<file path="config.mk">
export PLATFORM = sky130hd
export DESIGN_NAME = uart_tx_block
export DESIGN_NICKNAME = d
export VERILOG_FILES = /design/src/rtl/uart_pkg.sv /design/src/rtl/uart_tx_byte.sv /design/src/rtl/uart_tx_block.sv
export SDC_FILE = /design/constraint.sdc
export NUM_CORES = 1
export LEC_CHECK = 0
export ABC_AREA = 1
export CORE_MARGIN = 5
export CORE_UTILIZATION = 60
export CTS_BUF_LIST = sky130_fd_sc_hd__clkbuf_4
export CTS_CLUSTER_DIAMETER = 200
export DETAILED_ROUTE_END_ITERATION = 6
export GPL_ROUTABILITY_DRIVEN = 1
export PLACE_DENSITY_LB_ADDON = 0.1
export SYNTH_ARGS = -nofsm -noshare
export SYNTH_HDL_FRONTEND = slang
export SYNTH_HIERARCHICAL = 1
export SYNTH_SLANG_ARGS = --single-unit
</file>
<file path="constraint.sdc">
create_clock -name clk_Tx -period 2.55 [get_ports clk_Tx]
set_clock_uncertainty 0.2 [all_clocks]
set_input_delay 0.765 -clock clk_Tx [delete_from_list [all_inputs] [get_ports clk_Tx]]
set_output_delay 0.765 -clock clk_Tx [all_outputs]
set_load 0.05 [all_outputs]
</file>
<file path="src/rtl/uart_pkg.sv">
// Shared definitions for the UART transmit path: block FSM states,
// default clocking constants and the clocks-per-bit helper.
package uart_pkg;

  localparam int unsigned FCLK_DEFAULT  = 100_000_000;
  localparam int unsigned FUART_DEFAULT = 115_200;

  // 1 start bit + 8 data bits + 1 stop bit.
  localparam int FRAME_BITS = 10;
  localparam int DATA_BITS  = 8;

  typedef enum logic [2:0] {
    ST_IDLE  = 3'd0,
    ST_FETCH = 3'd1,
    ST_LOAD  = 3'd2,
    ST_START = 3'd3,
    ST_DATA  = 3'd4,
    ST_STOP  = 3'd5,
    ST_DONE  = 3'd6
  } tx_state_t;

  // Integer clocks per bit; no fractional-baud correction is applied.
  function automatic int unsigned calc_divider(input int unsigned fclk,
                                               input int unsigned fuart);
    return fclk / fuart;
  endfunction

endpackage

</file>
<file path="src/rtl/uart_tx_byte.sv">
// Single-byte 8N1 serializer. A load pulse captures byte_in and starts a
// frame immediately with the start bit; every bit is held DIVIDER clocks.
// bit_tick marks the last clock of the current bit and bit_idx gives the
// frame position (0 = start, 1..8 = data, 9 = stop) so the block FSM can
// follow the frame without duplicating the bit timer.
module uart_tx_byte
  import uart_pkg::*;
#(
  parameter int unsigned DIVIDER = 868
) (
  input  logic       clk_Tx,
  input  logic       rst,
  input  logic       load,
  input  logic [7:0] byte_in,
  output logic       Tx_out,
  output logic       ready,
  output logic       bit_tick,
  output logic [3:0] bit_idx
);

  localparam logic [15:0] LAST_CNT = 16'(DIVIDER - 1);
  localparam logic [3:0]  STOP_IDX = 4'(FRAME_BITS - 1);
  localparam logic [3:0]  LAST_DATA_IDX = 4'(FRAME_BITS - 2);

  logic [7:0]  shift_reg;
  logic [15:0] bit_cnt;
  logic [3:0]  bit_idx_q;
  logic        active;
  logic        tx_q;

  // Frame sequencer: bit timer, bit index and LSB-first shift register.
  always_ff @(posedge clk_Tx or posedge rst) begin
    if (rst) begin
      shift_reg <= 8'h00;
      bit_cnt   <= 16'd0;
      bit_idx_q <= 4'd0;
      active    <= 1'b0;
      tx_q      <= 1'b1;
    end else if (load) begin
      shift_reg <= byte_in;
      bit_cnt   <= 16'd0;
      bit_idx_q <= 4'd0;
      active    <= 1'b1;
      tx_q      <= 1'b0;
    end else if (active) begin
      if (bit_cnt == LAST_CNT) begin
        bit_cnt <= 16'd0;
        if (bit_idx_q == STOP_IDX) begin
          // Stop bit finished: line stays high, serializer goes idle.
          active    <= 1'b0;
          bit_idx_q <= 4'd0;
          tx_q      <= 1'b1;
        end else begin
          bit_idx_q <= bit_idx_q + 4'd1;
          if (bit_idx_q == LAST_DATA_IDX) begin
            tx_q <= 1'b1;
          end else begin
            tx_q      <= shift_reg[0];
            shift_reg <= {1'b0, shift_reg[7:1]};
          end
        end
      end else begin
        bit_cnt <= bit_cnt + 16'd1;
      end
    end
  end

  assign Tx_out   = tx_q;
  assign ready    = ~active;
  assign bit_tick = active && (bit_cnt == LAST_CNT);
  assign bit_idx  = bit_idx_q;

endmodule

</file>
<file path="src/rtl/uart_tx_block.sv">
// Block transmitter: on a start pulse, reads N_BYTES bytes from a
// synchronous-read memory (addresses 0..N_BYTES-1) and sends each as an
// 8N1 frame, then pulses done for one clock.
//
// Handshake: start is a request sampled only in IDLE; once accepted, busy
// stays high until the last stop bit ends, and further start requests are
// dropped (no queueing). rd_data must be valid exactly one clock after
// rd_addr changes; it is captured only in LOAD.
module uart_tx_block
  import uart_pkg::*;
#(
  parameter int unsigned Fclk    = FCLK_DEFAULT,
  parameter int unsigned Fuart   = FUART_DEFAULT,
  parameter int unsigned DIVIDER = calc_divider(Fclk, Fuart),
  parameter int unsigned N_BYTES = 113,
  parameter int unsigned ADDR_W  = 8
) (
  input  logic              clk_Tx,
  input  logic              rst,
  input  logic              start,
  output logic [ADDR_W-1:0] rd_addr,
  input  logic [7:0]        rd_data,
  output logic              Tx_out,
  output logic              busy,
  output logic              done
);

  localparam logic [7:0] LAST_BYTE     = 8'(N_BYTES - 1);
  localparam logic [3:0] LAST_DATA_IDX = 4'(FRAME_BITS - 2);

  tx_state_t         state_q;
  tx_state_t         state_d;
  logic [ADDR_W-1:0] rd_addr_q;
  logic [7:0]        byte_cnt_q;
  logic              ser_load;
  logic              ser_ready;
  logic              ser_tick;
  logic [3:0]        ser_idx;

  uart_tx_byte #(
    .DIVIDER (DIVIDER)
  ) u_ser (
    .clk_Tx   (clk_Tx),
    .rst      (rst),
    .load     (ser_load),
    .byte_in  (rd_data),
    .Tx_out   (Tx_out),
    .ready    (ser_ready),
    .bit_tick (ser_tick),
    .bit_idx  (ser_idx)
  );

  // State register.
  always_ff @(posedge clk_Tx or posedge rst) begin
    if (rst) begin
      state_q <= ST_IDLE;
    end else begin
      state_q <= state_d;
    end
  end

  // Next-state logic; START/DATA/STOP follow the serializer's bit ticks.
  always_comb begin
    state_d  = state_q;
    ser_load = 1'b0;
    case (state_q)
      ST_IDLE: begin
        if (start) state_d = ST_FETCH;
      end
      ST_FETCH: begin
        // Memory latency clock; never reload a serializer mid-frame.
        if (ser_ready) state_d = ST_LOAD;
      end
      ST_LOAD: begin
        ser_load = 1'b1;
        state_d  = ST_START;
      end
      ST_START: begin
        if (ser_tick) state_d = ST_DATA;
      end
      ST_DATA: begin
        if (ser_tick && (ser_idx == LAST_DATA_IDX)) state_d = ST_STOP;
      end
      ST_STOP: begin
        if (ser_tick) begin
          if (byte_cnt_q == LAST_BYTE) state_d = ST_DONE;
          else                         state_d = ST_FETCH;
        end
      end
      ST_DONE: begin
        state_d = ST_IDLE;
      end
      default: begin
        state_d = ST_IDLE;
      end
    endcase
  end

  // Address and byte counters: cleared on acceptance, stepped after each
  // stop bit except the last, so rd_addr holds N_BYTES-1 after the block.
  always_ff @(posedge clk_Tx or posedge rst) begin
    if (rst) begin
      rd_addr_q  <= '0;
      byte_cnt_q <= 8'd0;
    end else if ((state_q == ST_IDLE) && start) begin
      rd_addr_q  <= '0;
      byte_cnt_q <= 8'd0;
    end else if ((state_q == ST_STOP) && ser_tick && (byte_cnt_q != LAST_BYTE)) begin
      rd_addr_q  <= rd_addr_q + {{(ADDR_W-1){1'b0}}, 1'b1};
      byte_cnt_q <= byte_cnt_q + 8'd1;
    end
  end

  assign rd_addr = rd_addr_q;
  assign busy    = (state_q != ST_IDLE) && (state_q != ST_DONE);
  assign done    = (state_q == ST_DONE);

endmodule

</file>
==> results of run 1 <==
## worst max path at each step
stage,start,to,slack (ns),depth (start not counted)
after floorplan,state_q[2]$_DFFE_PP0P_,busy,0.24,3
after global routing,state_q[0]$_DFFE_PP0P_,busy,0.07,3
after global placement,rd_addr[6]$_DFFE_PP0P_,rd_addr[6],0.37,1
final,state_q[0]$_DFFE_PP0P_,busy,0.18,3
after detailed placement,rd_addr[6]$_DFFE_PP0P_,rd_addr[6],0.34,1
after CTS,state_q[0]$_DFFE_PP0P_,busy,0.15,3
## per-layer routing
layer	part of all wire [%]	routed length (um)	global-route usage, %	vias to the layer above
met4	0.96	57	5.41	0
li1	-	-	-	1378
met2	49	2920	36.5	65
met3	5.0	298	3.62	4
met5	0	0	0	-
met1	45	2680	24.4	1214
## layout by cell type (no fill, tap or decap), types with 8 or more instances in the layout
master / n
nand4_1: 19
buf_4: 8
o21ai_0: 14
dfrtp_1: 48
clkdlybuf4s50_1: 10
xor2_1: 11
nand2_1: 134
nor2_1: 59
inv_1: 49
nand3_1: 26
## cell families (layout without fill, tap and decap cells)
group | after synthesis | in the layout | share of synthesized area, %
flip-flops | 49 | 49 | 39.9
adder cells (fa/ha/maj) | 7 | 7 | 2.85
AND/OR/NAND/NOR | 264 | 264 | 38.7
AO/OA/AOI/OAI | 24 | 24 | 4.93
XOR/XNOR | 16 | 16 | 4.56
buffers and inverters | 65 | 90 | 9.04
## synthesized netlist by cell type
master,n,area (um^2)
nand4_1,19,119
ha_1,7,87.6
nand2_4,3,33.8
buf_4,1,7.51
buf_2,4,20.0
nor3_1,3,15.0
o21bai_1,2,15.0
a21oi_1,2,10.0
nand2_1,134,503
inv_4,1,6.26
nor2_1,60,225
dfstp_2,1,26.3
nand3_1,26,130
o211ai_2,1,12.5
and2_1,1,6.26
nor2_4,3,33.8
buf_6,3,33.8
nor4_1,2,12.5
inv_2,7,26.3
nand3_2,1,10.0
o21ai_0,14,70.1
nor2_2,1,6.26
nand2_2,5,31.3
inv_1,49,184
dfrtp_1,48,1200
xnor2_1,5,43.8
nand2_8,1,20.0
nor3_2,2,20.0
nand3b_1,3,22.5
xor2_1,11,96.3
o21ai_2,5,43.8
## critical path: cells and delay by family, from the launching register on
kind | cells | cell delay [ns]
buffers and inverters | 1 | 0.17
and+or+nand+nor | 2 | 0.31
DFF | 1 | 0.56
## cell type report
cell class                 count  area (um^2)  share of cell area [%]
clock inverter                 3         41.3                    1.21
tap                           70         87.6                    2.56
multi-input combinational    311         1570                    45.9
sequential                    49         1230                    35.8
clock buffer                   5         37.5                    1.10
timing repair buffer          25          244                    7.12
inverter                      57          216                    6.32
## through the flow
stage	power, mW	instance area [um^2]	setup WS, ns	instances
after floorplan	2.11	3080	0.244	425
after global placement	2.37	3350	0.374	512
after detailed placement	2.41	3350	0.340	512
after CTS	2.87	3420	0.153	520
after global routing	3.09	3420	0.0677	520
final	2.84	3420	0.185	520
## power groups by stage
| stage | Combinational (mW) | Clock, mW | Sequential, mW |
|---|---|---|---|
| 2_1_floorplan | 0.952 | 0 | 1.15 |
| 3_3_place_gp | 1.23 | 0 | 1.15 |
| 3_5_place_dp | 1.26 | 0 | 1.15 |
| 4_1_cts | 1.26 | 0.474 | 1.13 |
| 5_1_grt | 1.41 | 0.507 | 1.16 |
| 6_report | 1.25 | 0.452 | 1.14 |
==> flow_summary.yaml, run 1 <==
timing:
  drv_slew: 0
  rsz0062_at_grt: "false"
  post-route-min-period_ns: 2.37
  tightestPinTransition_ns: 0.487
  timing.hold.ws_ns: 0.287
  finalSetupViolCount: 0
  finalHoldViolations: 0
  slew_headroom_pct: 67.7
  max_freq_ghz: 0.423
  fin_tns_setup_ns: 0
  period_share_pct: 92.7
placement:
  place_congestion: 0.833
  dp_hpwl_um: 4480
  io_buffers: 21
drt:
  wl_per_cell_um: 11.4
  ant_nets: 0
  drc: 0
  finalWirelength_um: 5950
  first_pass_iters: 4
  vias: 2661
  vias_per_cell: 5.12
  drtIter0Drc: 121
grt:
  grt_pass1_vias: 2457
  grt_max_degree: 31
  grt_usage_pct: 20.1
  grt_pass1_wl_um: 10500
  overflow: 0
  antenna_found_initial: 0
clock_network:
  cts.path.max_buffers: 2
  ctsResizeCount: 5
  cts_tree: "yes"
  clkTransAtPathRegs_ns: 0.14
  cts_buffers: 5
  cts_max_level: 2
  cts_setup_buffers: 0
  cts_hold_repair.buffers: 0
  clk_latency_ns: 0.36
  clock-sinks: 49
  root_buffer: "clkbuf_4"
floorplan:
  io-pin-count: 22
  dieWidth_um: 81.6
  coreArea_um2: 5040
  die_area_um2: 6650
  start_util_pct: 60.9
  std_cell_rows: 26
  die_y_um: 81.6
worst_setup_path:
  worstSetupEndpointType: "output pin"
  arrival_ns: 1.40
  crit_type: "register to output pin"
  crit_chain: "nor2_2 > nor2_1 > buf_12"
  required_ns: 1.59
  slowest_stage: "dfrtp_1"
  reg2reg_slack_ns: 0.38
  crit_fanout: 10
  r2r-end: "byte_cnt_q[0]$_DFFE_PP0P_"
  critPathLaunchType: "register"
  max_stage_delay_ns: 0.56
  reg2reg_from: "u_ser/bit_cnt[0]$_DFFE_PP0P_"
  ff2ff_path_depth: 11
pwr:
  p_switching_mw: 1.23
  vdd_ir_drop_max_uv: 565
  comb_power_share_pct: 44.0
  swShare_pct: 43.2
  p_leak_nw: 1.82
  p_int_mw: 1.61
  power.density_nw_per_um2: 829
  seqPwrFrac_pct: 40.1
  p_clk_share_pct: 15.9
final_layout:
  nets: 467
  nFillCells: 459
  largest_reg_flops: 16
  drive_gt1_share_pct: 10.9
  top_register: "u_ser/bit_cnt"
  utilization_pct: 67.9
  area_delta_synth_final_pct: 11.4
  diodes: 0
worst_hold_path:
  hold-path-endpoint: "u_ser/shift_reg[7]$_DFFE_PP0P_"
  min_path_cells: 2
  hp-start: "u_ser/shift_reg[7]$_DFFE_PP0P_"
  hp-class: "register to register"
synthesis:
  synth-seq-area-share_pct: 39.9
  synth_area_per_cell_um2: 7.23
  yosysUniqueCellTypes: 31
  syn_inst: 425
  synthesis.area_um2: 3070
  ys_ff_latch: 49
  synth_warnings: 6
  synth_nets: 443
job:
  cap_violations: 0
status:
  status: "finished clean"
Note: power is estimated with default switching activity, not from simulation.
==> inputs of run 2 (changes only) <==
--- a/config.mk
+++ b/config.mk
@@ -7,7 +7,7 @@
 export LEC_CHECK = 0
 export ABC_AREA = 1
 export CORE_MARGIN = 5
-export CORE_UTILIZATION = 60
+export CORE_UTILIZATION = 40
 export CTS_BUF_LIST = sky130_fd_sc_hd__clkbuf_4
 export CTS_CLUSTER_DIAMETER = 200
 export DETAILED_ROUTE_END_ITERATION = 6
@@ -17,3 +17,4 @@
 export SYNTH_HDL_FRONTEND = slang
 export SYNTH_HIERARCHICAL = 1
 export SYNTH_SLANG_ARGS = --single-unit
+export TNS_END_PERCENT = 50
==> run 2 against run 1 <==
  * First-iteration DRC count is 4.1% higher
  * Hold slack better by 0.0019 ns
  * Design area is 1.4% higher
  * Combinational power hardly changed
  * Non-clock buffer count is 1 higher
  * Clock-buffer cell count is 1 higher
  * Register-to-register slack hardly changed
  * Worst setup slack worse by 0.010 ns
  * Core utilization is 22 points lower
  * Sequential cell count stayed put
  * Cell count is 6.3% higher
  * Critical path depth is 1 higher
  * Largest cell class unchanged
  * Largest power group unchanged
==> flow_summary.yaml, run 2 (synthesis gave the netlist of run 1 again) <==
status:
  status: "finished clean"
drt:
  vias_per_cell: 4.75
  first_pass_iters: 4
  drc: 0
  vias: 2628
  ant_nets: 0
  finalWirelength_um: 6420
  drtIter0Drc: 126
  wl_per_cell_um: 11.6
worst_setup_path:
  required_ns: 1.59
  worstSetupEndpointType: "output pin"
  crit_type: "register to output pin"
  arrival_ns: 1.41
  critPathLaunchType: "register"
  crit_fanout: 6
final_layout:
  utilization_pct: 45.6
  final_common_cell: "nand2_1"
  nFillCells: 822
  area_delta_synth_final_pct: 13.0
  seqCellArea_um2: 1230
  top_register: "u_ser/bit_cnt"
  layout_common_cells: "nand2_1, nor2_1, inv_1"
  nets: 468
  largest_reg_flops: 16
  drive_gt1_share_pct: 11.5
  multi_input_area_um2: 1570
  diodes: 0
clock_network:
  cts_buffers: 5
  cts_max_level: 2
  clk_latency_ns: 0.37
  clock-sinks: 49
  root_buffer: "clkbuf_4"
  cts_hold_repair.buffers: 0
  cts_tree: "yes"
  clkTransAtPathRegs_ns: 0.15
  cts.path.max_buffers: 2
timing:
  fin_ws_ns: 0.175
  post-route-min-period_ns: 2.38
  rsz0062_at_grt: "false"
  finalSetupViolCount: 0
  fin_tns_setup_ns: 0
  period_share_pct: 93.1
  timing.hold.ws_ns: 0.289
  drv_slew: 0
  tightestPinTransition_ns: 0.494
  max_freq_ghz: 0.421
  slew_headroom_pct: 67.2
  finalHoldViolations: 0
pwr:
  p_leak_nw: 1.83
  swShare_pct: 42.9
  vdd_ir_drop_max_uv: 334
  p_clk_share_pct: 16.5
  p_switching_mw: 1.22
  p_int_mw: 1.62
  finalPower_mw: 2.84
  power.density_nw_per_um2: 819
  comb_power_share_pct: 43.5
  seqPwrFrac_pct: 40.1
floorplan:
  dieWidth_um: 97.7
  die_y_um: 97.7
  start_util_pct: 40.4
  io-pin-count: 22
  die_area_um2: 9540
  coreArea_um2: 7610
  std_cell_rows: 32
placement:
  pre_cts_slack_ns: 0.334
  io_buffers: 21
  place_congestion: 0.801
  dp_hpwl_um: 4760
grt:
  grt_pass1_wl_um: 11600
  antenna_found_initial: 0
  overflow: 0
  grt_pass1_vias: 2557
  grt_max_degree: 31
  grt_usage_pct: 14.4
worst_hold_path:
  hp-class: "register to register"
job:
  cap_violations: 0
run 2: critical path, cell delays in order (launching register included):
cell and delay [ns]:
dfrtp_1 0.50, nand2_1 0.13, nor2_2 0.17, nor2_1 0.10
buf_12 0.15
run 2: stage by stage:
step | area (um^2) | instances
floorplan | 3080 | 425
global placement | 3400 | 545
detailed placement | 3400 | 545
CTS | 3470 | 553
global route | 3470 | 553
finish | 3470 | 553
run 2: layout make-up:
cell class | count | area share, %
Clock buffer | 6 | 1.30
Sequential cell | 49 | 35.4
Inverter | 57 | 6.23
Clock inverter | 2 | 1.01
Multi-Input combinational cell | 311 | 45.2
Timing Repair Buffer | 26 | 7.21
Tap cell | 102 | 3.68
run 2: path summary, 6_finish.rpt:
path                       cells after the start                      startpoint  slack [ns]                              to
max in group asynchronous                      3                             rst        1.19        u_ser/Tx_out$_DFFE_PP1P_
min reg2reg                                    2  u_ser/shift_reg[7]$_DFFE_PP0P_        0.29  u_ser/shift_reg[7]$_DFFE_PP0P_
max reg2reg                                   11    u_ser/bit_cnt[0]$_DFFE_PP0P_        0.38          rd_addr[7]$_DFFE_PP0P_
min in group asynchronous                      2                             rst        0.42       byte_cnt_q[5]$_DFFE_PP0P_
max                                            4          state_q[2]$_DFFE_PP0P_        0.17                            busy
min                                            2  u_ser/shift_reg[7]$_DFFE_PP0P_        0.29  u_ser/shift_reg[7]$_DFFE_PP0P_
run 2: power by group through the flow:
stage	clock, mW	combinational, mW	sequential [mW]
finish	0.469	1.24	1.14
CTS	0.497	1.26	1.14
global placement	0	1.24	1.16
detailed placement	0	1.26	1.16
global route	0.533	1.43	1.18
floorplan	0	0.952	1.15
run 2: what timing repair did:
item / in CTS / in global routing
buffers inserted: 0 / 0
setup endpoints to repair: 4 / 0
resized for setup: 4 / 0
run 2: per-layer routing:
metal	global-route usage [%]	wire length [um]
met1	19.0	3210
met2	24.0	2920
met3	3.16	226
met4	3.62	58
met5	0	0
